**src/rtl/fsm_boton_pkg.sv**
```systemverilog
// fsm_boton_pkg: button FSM state encoding, shared with the board debug decode
package fsm_boton_pkg;
  typedef enum logic [1:0] {
    REPOSO     = 2'b00,
    ESPERA_ON  = 2'b01,
    PRESIONADO = 2'b10,
    ESPERA_OFF = 2'b11
  } estado_t;
endpackage

```
**src/rtl/fsm_boton_if.sv**
```systemverilog
// fsm_boton_if: raw button in, clean level / strobe / debug state out
interface fsm_boton_if;
  logic Btn;
  logic Out;
  logic Pulse;
  logic [1:0] Estado;
  modport master (output Btn, input Out, Pulse, Estado);
  modport slave (input Btn, output Out, Pulse, Estado);
endinterface

```
**src/rtl/fsm_boton_sincronizador.sv**
```systemverilog
// sincronizador: 2-flop synchronizer for asynchronous board inputs
module sincronizador (
  input  logic clk,
  input  logic rst,
  input  logic d,
  output logic q
);
  logic m;
  always_ff @(posedge clk)
    if (!rst) {q, m} <= 2'b00;
    else {q, m} <= {m, d};
endmodule

```
**src/rtl/fsm_boton.sv**
```systemverilog
// fsm_boton: debounced pushbutton front end driving a clean level and a press strobe
module fsm_boton
  import fsm_boton_pkg::*;
#(
  parameter int DEBOUNCE_CYCLES = 4,
  parameter int CNT_W = 16,
  parameter bit TOGGLE = 1'b1
) (
  input logic clk,
  input logic rst,
  fsm_boton_if.slave bus
);
  estado_t estado;
  logic [CNT_W-1:0] cnt;
  logic b_s, cnt_fin, acepta, suelta, out, pulse;
  sincronizador u_sinc (.clk(clk), .rst(rst), .d(bus.Btn), .q(b_s));
  assign cnt_fin = cnt == CNT_W'(DEBOUNCE_CYCLES - 1);
  assign acepta = estado == ESPERA_ON && b_s && cnt_fin;
  assign suelta = estado == ESPERA_OFF && !b_s && cnt_fin;
  // counter is held at zero outside the wait states so every wait starts fresh
  always_ff @(posedge clk)
    if (!rst) begin
      estado <= REPOSO;
      cnt <= '0;
    end else
      case (estado)
        REPOSO: begin
          if (b_s) estado <= ESPERA_ON;
          cnt <= '0;
        end
        ESPERA_ON:
          if (!b_s) estado <= REPOSO;
          else if (cnt_fin) estado <= PRESIONADO;
          else cnt <= cnt + 1'b1;
        PRESIONADO: begin
          if (!b_s) estado <= ESPERA_OFF;
          cnt <= '0;
        end
        ESPERA_OFF:
          if (b_s) estado <= PRESIONADO;
          else if (cnt_fin) estado <= REPOSO;
          else cnt <= cnt + 1'b1;
        default: begin
          estado <= REPOSO;
          cnt <= '0;
        end
      endcase
  always_ff @(posedge clk)
    if (!rst) begin
      out <= 1'b0;
      pulse <= 1'b0;
    end else begin
      pulse <= acepta;
      out <= TOGGLE ? out ^ acepta : (acepta ? 1'b1 : suelta ? 1'b0 : out);
    end
  assign bus.Out = out;
  assign bus.Pulse = pulse;
  assign bus.Estado = estado;
endmodule

```
**src/flat_wrapper.sv**
```systemverilog
// flat-port wrapper written by rule: the top's interface ports become plain ports
module fsm_boton_flat import fsm_boton_pkg::*;
#(
  parameter int DEBOUNCE_CYCLES = 4,
  parameter int CNT_W = 16,
  parameter bit TOGGLE = 1'b1
)
  (clk, rst, bus_Btn, bus_Out, bus_Pulse, bus_Estado);
  fsm_boton_if bus_i ();
  input logic clk;
  input logic rst;
  input wire logic [$bits(bus_i.Btn)-1:0] bus_Btn;
  output wire logic [$bits(bus_i.Out)-1:0] bus_Out;
  output wire logic [$bits(bus_i.Pulse)-1:0] bus_Pulse;
  output wire logic [$bits(bus_i.Estado)-1:0] bus_Estado;
  assign bus_i.Btn = bus_Btn;
  assign bus_Out = bus_i.Out;
  assign bus_Pulse = bus_i.Pulse;
  assign bus_Estado = bus_i.Estado;
  fsm_boton #(.DEBOUNCE_CYCLES(DEBOUNCE_CYCLES), .CNT_W(CNT_W), .TOGGLE(TOGGLE)) u_core (.clk(clk), .rst(rst), .bus(bus_i));
endmodule
```
**config.mk**
```make
export PLATFORM = sky130hd
export DESIGN_NAME = fsm_boton_flat
export DESIGN_NICKNAME = d
export VERILOG_FILES = /design/src/rtl/fsm_boton_pkg.sv /design/src/rtl/fsm_boton_if.sv /design/src/rtl/fsm_boton_sincronizador.sv /design/src/rtl/fsm_boton.sv /design/src/flat_wrapper.sv
export SDC_FILE = /design/constraint.sdc
export NUM_CORES = 1
export LEC_CHECK = 0
export CORE_MARGIN = 2
export CORE_UTILIZATION = 38
export CTS_CLUSTER_DIAMETER = 40
export CTS_CLUSTER_SIZE = 14
export DETAILED_ROUTE_END_ITERATION = 8
export PLACE_DENSITY = 0.64
export SYNTH_ARGS = -nofsm -noshare
export SYNTH_HDL_FRONTEND = slang
export SYNTH_SLANG_ARGS = --single-unit
```
**constraint.sdc**
```tcl
create_clock -name clk -period 2.5 [get_ports clk]
set_input_delay 0.5 -clock clk [delete_from_list [all_inputs] [get_ports clk]]
set_output_delay 0.5 -clock clk [all_outputs]
set_load 0.02 [all_outputs]
```
Word-level counts from Yosys, hierarchy flattened
Index checks and enable logic that the tools add are counted.
- flip-flop bits (word level): 22
- input bits: 3
- output and inout bits: 4
- word-level logic and storage cells: 35
- add/sub/neg operators: 1
- equal/unequal tests: 10
- mux-type cells: 11
- bitwise gates (word level): 1
- reduce and logical (&&, ||, !) cells: 6
- operators by type and width (operator ; number):
    $mux 16 ; 3
    $pmux 16 s3 ; 1
    $add 16x1->16 const B ; 1
    $eq 16x2->1 const B ; 1
    $mux 2 ; 6
    $ne 2x2->1 const B ; 4
    $pmux 2 s4 ; 1
    $ne 3x2->1 const B ; 2
    $eq 2x2->1 const B ; 2
    $reduce_and 4->1 ; 1
    $eq 2x1->1 const B ; 1
    $logic_and 1x1->1 ; 2
    $logic_not 2->1 ; 1
    $reduce_and 2->1 ; 1
    $reduce_or 2->1 ; 1
    $xor 1x1->1 ; 1

Depth between registers and ports, before layout
- depth in word-level cells: 4
- gate-level depth with buffers: 5
- gate-level depth less buffers: 5

Cells and area by module
From an unflattened synthesis, not the netlist that was laid out.
- cells, all modules: 122
- area, all modules: 1074.8 um^2
- modules (own cells, without submodules) (module ; instances ; cells an instance ; area each (um^2) ; sequential area each (um^2)):
    fsm_boton ; 1 ; 118 ; 1022.2 ; 400.4
    sincronizador ; 1 ; 4 ; 52.6 ; 40.0

Worst setup path before layout
No wires, ideal clock.
- kind: register to register
- from: register with a tool-made name
- to: register u_core.cnt[13]
- setup time: 71 ps
- data arrival time: 1782 ps
- required time: 2429 ps
- slack: 647 ps
- cell stages (with the launch flop): 6
- buffers on the path: 1
- period minus slack after synthesis: 1853 ps
- path through: dfxtp_1 > xnor2_1 > or3_1 > buf_2 > or4_1 > a21oi_1
- RTL lines (what ; RTL line ; source):
    end signal, assigned ; fsm_boton.sv:34 ; else cnt <= cnt + 1'b1;
    end signal, assigned ; fsm_boton.sv:42 ; else cnt <= cnt + 1'b1;
    end, declared ; fsm_boton.sv:14 ; logic [CNT_W-1:0] cnt;

==> impl_metrics.toml <==
[yosys]
synth_top_family_by_area = "simple AND/OR/NAND/NOR gates"
synth_fa_ha_area_frac = 0.0125
ys_ff_latch = 22
ys_warn_count = 0
synth_compound_area_frac = 0.0911
synth-xor-area-share = 0.0874
syn_nets = 116
yosysSeqAreaShare = 0.439
yosysTopAreaCell = "dfxtp_1"
synth-simple-area-share = 0.323
synth_top_area_frac = 0.439
synth_mux_area_frac = 0.0300
avgSynthCellArea_um2 = 8.95
synthCells = 112
synth_area_um2 = 1000
ys_top_cells_by_area = "dfxtp_1 44%, xor2_1 5.2%, nand2_1 4.5%"
synth.distinct_cells = 29

[floorplanning]
rows = 18
io_pins = 7
die_x_um = 55.4
start_util = 0.405
fp.dieH_um = 55.4
die-area_um2 = 3060
core_um2 = 2480

[global_route]
grt_max_degree = 14
gr-total-overflow = 0
grt_pass1_vias = 779
grt.total_usage = 0.146
antenna_found_initial = 0
grt_pass1_wl_um = 3570

[sta]
fin_crit_ns = 1.87
setup_viol = 0
max_freq_ghz = 0.535
setup_ws_ns = 0.629
slew_headroom = 0.738
rsz0062_at_grt = "no"
fin_crit_sh = 0.748
finalHoldViolCount = 0
finalMaxSlewViolations = 0
skew_ns = 0.00822
worstMarginPinSlew_ns = 0.390
setup-tns-final_ns = 0
whs_ns = 0.448

[final_layout]
area_growth_pct = 14.0
final_layout_size_suffix_gt1_frac = 0.0574
final_util = 0.461
finalNetCount = 127
n_antenna_cell = 0
fillCellCount = 249

[clock_network]
post_cts_buffers = 0
clk_pin_slew_ns = 0.11
ctsHoldBuffers = 0
cts_sinks = 22
htreeDepth = 1
clk_latency_ns = 0.31
cts_tree = "built"
clockBufferDepth = 2
cts_root_buffer = "clkbuf_4"
cts_resized = 0
numCtsBuffers = 3

[setup_path]
cp_data_required_time_ns = 2.00
start_kind = "flip-flop"
critPathCaptureType = "output port"
cp_slowest_stage_delay_ns = 0.64
slowest_stage = "clkdlybuf4s50_1"
cp.arrival_ns = 1.37
crit_chain = "clkdlybuf4s50_1"
crit_fanout = 5
path_class = "reg -> out"
crit_family = "buffers and inverters"
cp_num_buf_inv = 1

[drt]
drtIter0Drc = 13
dr.pass1.iters = 4
wl_per_cell_um = 12.9
drt-vias-per-instance = 5.59
wirelength_um = 1960
antenna_left = 0
num_vias = 849
drc = 0

[placement]
detailed_place_hpwl_um = 1450
io_buffers = 6
pre_cts_slack_ns = 0.675
gp_congestion = 0.814

[worst_hold_path]
hold_class = "reg -> reg"

[power]
powerDensity_nw_per_um2 = 496
leakagePower_nw = 0.378
vdd_drop_max_uv = 372

[outcome]
status = "finished, final reports clean"

[run]
cap_violations = 0
-- where the power goes --
| part | internal (mW) | switching (mW) | total, mW |
|---|---|---|---|
| Sequential | 0.352 | 0.00150 | 0.354 |
| Clock | 0.0890 | 0.108 | 0.197 |
| Combinational | 0.00778 | 0.00802 | 0.0158 |
-- flip-flops by register name (all words and copies together), names as in the netlist, named ones only --
signal	count
u_core.bus.Pulse	1
u_core.cnt	16
u_core.bus.Out	1
u_core.bus.Estado	1
u_core.u_sinc.m	1
u_core.u_sinc.q	1
-- cells by family (layout without fill, tap and decap cells) --
group,after synthesis,count (layout)
multiplexers,3,3
AO/OA/AOI/OAI,15,15
adder cells (fa/ha/maj),1,1
buffers and inverters,4,14
XOR/XNOR,10,10
AND/OR/NAND/NOR,57,57
flip-flops,22,22
-- final timing paths --
| kind | slack [ns] | to | startpoint | depth (start not counted) |
|---|---|---|---|---|
| worst max-delay path | 0.63 | bus_Estado[1] | flip-flop | 1 |
| worst min-delay path | 0.45 | u_core.u_sinc.q | u_core.u_sinc.m | 1 |
| worst max register to register | 0.66 | u_core.cnt[15] | u_core.cnt[2] | 4 |
| worst min register to register | 0.45 | u_core.u_sinc.q | u_core.u_sinc.m | 1 |
-- area by class of cell --
| type | count | area [µm²] | share of cell area |
|---|---|---|---|
| clock buffer | 4 | 36.3 | 0.0318 |
| inverter | 2 | 7.51 | 0.00657 |
| multi-input combinational | 86 | 546 | 0.478 |
| sequential | 22 | 440 | 0.386 |
| tap | 30 | 37.5 | 0.0329 |
| timing repair buffer | 8 | 75.1 | 0.0657 |
-- metrics by stage --
step | cell area (µm²) | power, mW | instances
after floorplan | 1000 | 0.369 | 112
after global placement | 1110 | 0.377 | 148
after detailed placement | 1110 | 0.378 | 148
after CTS | 1140 | 0.573 | 152
after global routing | 1140 | 0.587 | 152
final | 1140 | 0.567 | 152
-- cells in the mapped netlist (all sizes together) --
library cell / number
o21ai: 3
mux2i: 3
xor2: 6
o31ai: 3
nor2: 9
xnor2: 4
and4: 2
and2: 4
nor4: 3
nand2b: 1
and3: 3
nand3: 6
a21oi: 7
nand4b: 1
ha: 1
o211ai: 1
or4: 5
buf: 1
nand4: 3
or2b: 1
nor3: 1
or3: 3
clkbuf: 1
nor4b: 3
a2111o: 1
nand2: 12
inv: 2
dfxtp: 22
-- cell usage in the layout, fill, tap and decap left out, drive strengths merged --
cell,netlist,final
nand3,6,6
or3,3,3
inv,2,2
nand4,3,3
a2111o,1,1
o211ai,1,1
xor2,6,6
ha,1,1
nand4b,1,1
dfxtp,22,22
xnor2,4,4
and2,4,4
a21oi,7,7
and3,3,3
nor4,3,3
o31ai,3,3
o21ai,3,3
or4,5,5
or2b,1,1
clkbuf,1,4
buf,1,2
nor3,1,1
nor4b,3,3
and4,2,2
mux2i,3,3
clkdlybuf4s50,0,6
nand2,12,12
nor2,9,9
nand2b,1,1
-- routing by layer --
| metal | global-route usage | vias up | part of all wire |
|---|---|---|---|
| met5 | 0 | - | 0 |
| met4 | 0.0732 | 0 | 0.020 |
| met3 | 0.0351 | 4 | 0.037 |
| met2 | 0.221 | 14 | 0.47 |
| met1 | 0.192 | 401 | 0.47 |
| li1 | - | 430 | - |
No activity file was read; power rests on OpenSTA's default activity.
